$ cat src/rtl/aes_io_pkg.sv
// Shared types and constants for the AES I/O loader.
// The loader state enum and the word geometry of key and message.
package aes_io_pkg;

    typedef enum logic [1:0] {
        LOAD,
        REQ,
        DRAIN
    } state_t;

    localparam int KEY_WORDS = 4;
    localparam int MSG_WORDS = 4;
    localparam int WORD_W    = 32;

endpackage

$ cat src/rtl/aes_word_sel.sv
// Combinational 4:1 word mux over a 128-bit vector.
// Index 0 selects the most significant word.
module aes_word_sel
    import aes_io_pkg::*;
(
    input  logic [127:0]      vec,
    input  logic [1:0]        idx,
    output logic [WORD_W-1:0] word
);

    always_comb begin
        word = '0;
        unique case (idx)
            2'd0: word = vec[127:96];
            2'd1: word = vec[95:64];
            2'd2: word = vec[63:32];
            2'd3: word = vec[31:0];
            default: word = '0;
        endcase
    end

endmodule

$ cat src/rtl/aes_io_loader.sv
// Loads key and ciphertext word by word, hands them to the AES
// controller, then streams the decrypted message out word by word.
module aes_io_loader #(
    parameter int WAIT_LIMIT = 131072
) (
    input  logic         clk,
    input  logic         reset_n,
    input  logic         abort,
    input  logic         wr_valid,
    input  logic [31:0]  wr_data,
    output logic         wr_ready,
    output logic [127:0] key,
    output logic [127:0] msg_en,
    output logic         io_ready,
    input  logic         aes_ready,
    input  logic [127:0] msg_de,
    output logic         rd_valid,
    output logic [31:0]  rd_data,
    input  logic         rd_ready,
    output logic         err
);

    import aes_io_pkg::*;

    localparam logic [19:0] LIMIT_M1 = 20'(WAIT_LIMIT - 1);

    state_t       state;
    state_t       state_nx;
    logic [2:0]   wcnt;
    logic [1:0]   dcnt;
    logic [19:0]  timer;
    logic [127:0] cap;
    logic [1:0]   lane;
    logic         wr_fire;
    logic         rd_fire;
    logic         got;
    logic         timeout;

    assign wr_fire = wr_valid && wr_ready;
    assign rd_fire = rd_valid && rd_ready;
    assign got     = (state == REQ) && aes_ready;
    assign timeout = (state == REQ) && !aes_ready && (timer == LIMIT_M1);
    assign lane    = 2'd3 - wcnt[1:0];

    always_ff @(posedge clk) begin
        if (!reset_n || abort) begin
            state <= LOAD;
        end else begin
            state <= state_nx;
        end
    end

    always_comb begin
        state_nx = state;
        unique case (state)
            LOAD: begin
                if (wr_fire && wcnt == 3'd7) state_nx = REQ;
            end
            REQ: begin
                if (got) state_nx = DRAIN;
                else if (timeout) state_nx = LOAD;
            end
            DRAIN: begin
                if (rd_fire && dcnt == 2'd3) state_nx = LOAD;
            end
            default: state_nx = LOAD;
        endcase
    end

    always_comb begin
        wr_ready = 1'b0;
        io_ready = 1'b0;
        rd_valid = 1'b0;
        unique case (state)
            LOAD:  wr_ready = 1'b1;
            REQ:   io_ready = 1'b1;
            DRAIN: rd_valid = 1'b1;
            default: wr_ready = 1'b0;
        endcase
    end

    // Abort wipes the transaction but deliberately leaves err alone.
    always_ff @(posedge clk) begin
        if (!reset_n) begin
            wcnt   <= '0;
            dcnt   <= '0;
            timer  <= '0;
            key    <= '0;
            msg_en <= '0;
            cap    <= '0;
            err    <= 1'b0;
        end else if (abort) begin
            wcnt   <= '0;
            dcnt   <= '0;
            timer  <= '0;
            key    <= '0;
            msg_en <= '0;
            cap    <= '0;
        end else begin
            if (wr_fire) begin
                wcnt <= wcnt + 3'd1;
                if (wcnt[2]) msg_en[{lane, 5'd0} +: 32] <= wr_data;
                else         key[{lane, 5'd0} +: 32]    <= wr_data;
            end
            if (state == REQ && state_nx == REQ) timer <= timer + 20'd1;
            else                                 timer <= '0;
            if (got) begin
                cap  <= msg_de;
                dcnt <= '0;
            end else if (rd_fire) begin
                dcnt <= dcnt + 2'd1;
            end
            if (timeout)                         err <= 1'b1;
            else if (wr_fire && wcnt == 3'd0)    err <= 1'b0;
        end
    end

    aes_word_sel u_sel (
        .vec  (cap),
        .idx  (dcnt),
        .word (rd_data)
    );

endmodule

$ cat config.mk
export PLATFORM = sky130hd
export DESIGN_NAME = aes_io_loader
export DESIGN_NICKNAME = d
export VERILOG_FILES = /design/src/rtl/aes_io_pkg.sv /design/src/rtl/aes_word_sel.sv /design/src/rtl/aes_io_loader.sv
export SDC_FILE = /design/constraint.sdc
export NUM_CORES = 1
export LEC_CHECK = 0
export CORE_MARGIN = 2
export CORE_UTILIZATION = 43
export CTS_CLUSTER_SIZE = 8
export DETAILED_ROUTE_END_ITERATION = 10
export PLACE_DENSITY = 0.76
export SYNTH_ARGS = -nofsm -noshare
export SYNTH_HDL_FRONTEND = slang
export SYNTH_SLANG_ARGS = --single-unit
$ cat constraint.sdc
create_clock -name clk -period 2.3 [get_ports clk]
set_clock_uncertainty 0.15 [all_clocks]
set_input_delay 0.345 -clock clk [delete_from_list [all_inputs] [get_ports clk]]
set_output_delay 0.345 -clock clk [all_outputs]
set_load 0.02 [all_outputs]
Yosys cells after proc, flatten, opt, wreduce, memory -nomap -nowiden
Index checks and enable logic that the tools add are counted.

storage, ports and cells
  register bits = 412
  input port bits = 166
  output and inout port bits = 292

cells by class
  $add $sub $neg = 5
  equal/unequal tests = 8
  shift operators = 2
  multiplexer cells = 13
  bitwise logic cells = 4
  reduce and logical (&&, ||, !) cells = 22

operators with widths
  cell                                                                       count
  128-bit bitwise mux                                                        2
  32-bit case mux with 4 select lines                                        1
  32-bit by 9-bit variable shift with 128-bit output (first input constant)  1
  32-bit by 9-bit variable part select with 128-bit output                   1
  20-bit by 1-bit adder with 20-bit output (second input constant)           1
  20-bit by 17-bit equality test with 1-bit output (second input constant)   1
  1-bit logical AND                                                          9
  7-bit negator with 9-bit output                                            1
  2-bit two-way mux                                                          4
  2-bit by 1-bit equality test with 1-bit output (second input constant)     3
  2-bit equality test (second input constant)                                3
  2-bit case mux with 3 select lines                                         1
  2-bit AND reduction                                                        3
  3-bit OR reduction                                                         2
  1-bit two-way mux                                                          5
  2-bit logical NOT                                                          2
  1-bit NOT                                                                  4
  3-bit by 1-bit adder with 3-bit output (second input constant)             1
  3-bit equality test (second input constant)                                1
  3-bit logical NOT                                                          1
  2-bit by 1-bit adder with 2-bit output (second input constant)             1
  1-bit logical NOT                                                          2
  2-bit nonzero test                                                         1
  2-bit OR reduction                                                         1
  other kinds (2)                                                            2

Longest topological paths before layout
Gate-level depths: netlist (run 1).

  depth after elaboration = 10
  mapped depth = 7
  depth with buffers taken out = 5

By module
A second synthesis (run 1) with hierarchy kept.

second synthesis, totals
  cell total of the unflattened synthesis = 1930
  area total of the unflattened synthesis = 15865.2 um2

modules (own cells, without submodules)
  module         instances  cells each  area each (um2)  seq. area each (um2)
  aes_io_loader  1          1891        15050.7          8247.9
  aes_word_sel   1          39          814.5            0.0

Worst setup path before layout (run 1)
No wires, ideal clock.

  path kind = reg2reg
  start = register wcnt[0]
  end = register key[100]
  setup time = 0.070 ns
  arrival time = 1.995 ns
  setup slack = 0.085 ns
  stages on the path, launching flop included = 7
  buffers on the path = 1
  clock period less this slack = 2.215 ns
  path through = dfxtp_1 > inv_1 > ha_1 > nor3_1 > clkbuf_1 > nand3_1 > a21oi_1

between the ends
  cells in the longest elaborated chain, start to end = 4
  elaborated cells between the ends (all ways) = 5

RTL lines
  element                                                                                                                         RTL line              RTL
  start: declaration                                                                                                              aes_io_loader.sv:29   logic [2:0] wcnt;
  start signal: assignment                                                                                                        aes_io_loader.sv:101  wcnt <= wcnt + 3'd1;
  2-bit subtractor *                                                                                                              aes_io_loader.sv:43   assign lane = 2'd3 - wcnt[1:0];
  net lane[0]                                                                                                                     aes_io_loader.sv:33   logic [1:0] lane;
  7-bit negator with 9-bit output *                                                                                               aes_io_loader.sv:103  else key[{lane, 5'd0} +: 32] <= wr_data;
  32-bit by 9-bit variable part select with 128-bit output or 32-bit by 9-bit variable shift with 128-bit output (tied branches)  aes_io_loader.sv:103
  128-bit bitwise mux *                                                                                                           aes_io_loader.sv:103
  end signal: indexed assignment                                                                                                  aes_io_loader.sv:103
  end: declaration                                                                                                                aes_io_loader.sv:12   output logic [127:0] key,

Mark *: on every way through the listed nets, which the timed path passes. The rest lies on a longest branch.
A chain may end at the register's enable or synchronous reset.

Worst setup path after layout (run 1)
  start = register dcnt[0]
  end = output rd_data[11]

between the ends
  cells in the longest elaborated chain, start to end = 2
  elaborated cells between the ends (all ways) = 5

RTL lines
  element                                            RTL line              RTL
  start: declaration                                 aes_io_loader.sv:30   logic [1:0] dcnt;
  start signal: assignment                           aes_io_loader.sv:111  dcnt <= dcnt + 2'd1;
  2-bit equality test, or another cell as far along  aes_word_sel.sv:13    unique case (idx)
  32-bit case mux with 4 select lines *              aes_word_sel.sv:13
  end: declaration                                   aes_io_loader.sv:18   output logic [31:0] rd_data,

Every way passes the cells marked *; elsewhere a longest branch is shown, timed or not.

==> results by group, run 1 <==
Worst setup path
  – Setup CP Type: flip-flop to primary output
  – Critical path cell sequence: ha_2, buf_12, a222oi_1, mux2i_1, buf_2
  – Reg-to-reg slack, setup: 190 ps
  – Buf+Inv Stages, Crit Path: 2
  – FF-to-FF End: key[88]$_SDFFE_PP0P_
  – Critical Path Max Stage Delay: 440 ps
  – Worst-path fanout max: 20
  – Arrival time worst endpoint: 2090 ps
  – Top cell family by delay on the critical path: compound AO/OA/AOI/OAI gates
  – Worst reg2reg startpoint: wcnt[2]$_SDFFE_PP0P_
  – Worst EP required: 1800 ps
  – Crit start category: flip-flop
  – Critical path capture point type: primary output
  – Reg2Reg Depth: 5
  – Crit-path slowest cell: a222oi_1

GRT
  – First-pass GRT wire length: 90,430 um
  – Pin count of the biggest net entering global routing: 88
  – Initial antenna violation count: 7
  – GRT Overall Usage: 0.2996
  – Vias in the first global route: 15,810
  – GRT overflow: 0

Place
  – Area after DPL: about 0.021 mm2
  – Worst slack at placement: -134.5 ps
  – GPL Wtd Cong: 0.9448
  – Post-DP HPWL: 39,910 um
  – Port bufs: ~460

STA
  – WHS: 148.4 ps
  – Final min period: 2580 ps
  – Fin. max-slew vios: 0
  – Worst-Margin Slew: 613.5 ps
  – Tcrit/Tclk final: 1.122
  – Fmax: 0.3875 GHz
  – Slew headroom: 0.5897
  – Fin. Hold Viols: 0
  – RSZ-0062 raised after global routing: yes
  – Setup WS post-layout: -280.5 ps
  – Final setup fails: 32

Final layout
  – Commonest non-fill, non-tap cell in the layout: nand2_1
  – Most frequent cells in the layout: nand2_1 (523), clkdlybuf4s50_1 (423), dfxtp_1 (410), a21oi_1 (388), nand3_1 (265)
  – Area growth syn-to-layout: 42.70%
  – Final instance area: ~0.023 mm2
  – Fraction of layout cells with a size suffix above 1: 0.08097
  – Nets: 2,571

Logic synthesis
  – Synth Instances: 2,007
  – Async set-reset flop share out of synthesis: 0
  – Cell Area, Synth: 0.01595 mm2
  – Main synth FF type: dfxtp_1
  – Seq/Total Area, Yosys: 0.5170
  – Synth warn: 0
  – Post-synth EDFFs: 0
  – Syn_nets: 2,185
  – FF+latch count, synth: 412
  – Synth Area per Inst: 7.949 um2
  – Distinct cell type count after synthesis: 39

Status
  – Run status: finished, violations left
  – Failing checks: negative setup slack

Clocking
  – Clock H-tree levels: 2
  – Cts bufs inserted: 57
  – Clock Sinks: 412
  – Max Root-Sink Buffers: 3
  – # hold bufs at CTS: 0
  – TritonCTS clock tree: yes
  – CTS Root Cell: clkbuf_16
  – Clk slew on worst S/H paths: 50 ps
  – Clock latency on the worst-skew pair: 600 ps

Drt
  – Drt total wl: 59,590 um
  – Routed len/inst: 20.76 um
  – Initial DRC Count: 1,403
  – Vias per cell: 5.612
  – Total vias in the final route: around 16,000
  – Post-route ant nets: 0
  – # DRC: 0
  – TritonRoute pass-1 iters: 8

Power
  – Power Total: 15.39 mW
  – Leak: 7.499 nW
  – PD cells: 676.2 mW/mm2
  – Max VDD drop: 560.5 uV

Die
  – Core area: 0.03661 mm2
  – Ports: 458
  – FP Rows: 70
  – Die span in x: just under 200 um
  – Starting density of the core: 0.4357
  – Die Y: 196.6 um
  – Die Area: approximately 0.039 mm2

Min path
  – Hold EP: cap[2]$_SDFFE_PP0P_
  – Hold Path Cell Cnt: 3
  – Worst min path class: input port to flip-flop
  – HP Start: msg_de[2]

Flow run
  – Max cap viols: 0
## what timing repair did
action,4_1_cts,5_1_grt
setup endpoints to repair,34,32
pin swaps,33,6
resized for setup,147,2
cloned,2,0
buffers inserted,3,3
endpoints found under the hold margin,0,0
## where the power goes
part	internal, mW	leakage [nW]	switching (mW)
Sequential	7.17	3.32	0.0109
Clock	4.40	0.737	2.97
Combinational	0.374	3.44	0.468
## cells by family after synthesis
| family | share of synthesized area |
|---|---|
| adder cells (fa/ha/maj) | 0.009412 |
| AO/OA/AOI/OAI | 0.1454 |
| flip-flops | 0.5170 |
| AND/OR/NAND/NOR | 0.2346 |
| XOR/XNOR | 0.009334 |
| buffers and inverters | 0.06290 |
| multiplexers | 0.02133 |
## worst min-delay path: stages
cell and delay (ps):
clkdlybuf4s50_1 400, nand2_1 60, a21oi_1 50
## through the flow
step,utilization,TNS [ps],cells
after detailed placement,0.5808,-3437,2794
final,0.6218,-6132,2871
after global placement,0.5808,-429.9,2794
after global routing,0.6218,-8558,2871
after floorplan,-,0,2007
after CTS,0.6206,-6371,2861
## state kept, by name (all words and copies together) (netlist names)
signal  flops
state       2
msg_en    128
wcnt        3
key       128
timer      20
dcnt        2
cap       128
err         1
## final cells by class
type	count	area (um2)
clock buffer	59	1455
clock inverter	3	41.29
fill	3050	13850
inverter	41	156.4
timing repair buffer	532	5478
sequential	412	8255
antenna	7	17.52
tap	468	585.6
multi-input combinational	1349	6775
## cell usage after synthesis (2+ instances only)
cell type  count  area share
a21oi_1      388        0.12
a222oi_1      32       0.020
and2_0         4      0.0016
and3_1         7      0.0027
buf_1         21      0.0049
buf_2         28      0.0088
buf_4         12      0.0056
clkbuf_1     144       0.034
dfxtp_1      412        0.52
ha_1          12      0.0094
inv_1         41      0.0096
mux2i_1       34       0.021
nand2_1      524        0.12
nand3_1      266       0.083
nand4_1        3      0.0012
nor2_1        24      0.0056
nor3_1         7      0.0022
nor3b_1        4      0.0019
nor4_1         5      0.0020
o21ai_0        2     0.00063
or3_1          3      0.0012
or3_4          2      0.0014
xnor2_1       15      0.0082
xor2_1         2      0.0011
## per-layer routing
layer,up-vias,GRT usage,part of all wire
li1,7488,-,-
met5,-,0,0
met3,162,0.09394,0.11
met2,859,0.4882,0.47
met4,0,0.1740,0.053
met1,7602,0.3486,0.37
## worst max path at each step
stage,to,startpoint,slack (ps),cells after the start
6_report,rd_data[11],dcnt[0]$_SDFFE_PP0N_,-280,5
5_1_grt,rd_data[15],dcnt[0]$_SDFFE_PP0N_,-350,5
4_1_cts,rd_data[15],dcnt[0]$_SDFFE_PP0N_,-280,5
3_5_place_dp,rd_data[21],dcnt[1]$_SDFFE_PP0N_,-130,6
3_3_place_gp,rd_data[30],dcnt[1]$_SDFFE_PP0N_,-60,6
2_1_floorplan,key[100]$_SDFFE_PP0P_,wcnt[0]$_SDFFE_PP0P_,80,6
(Power assumes the default switching activity.)
==> run 2, diff against run 1 <==
Settings changed: CAP_MARGIN set to 10.
==> results of run 2 <==
No change in the layout: final DEF, timing and power equal those of run 1.
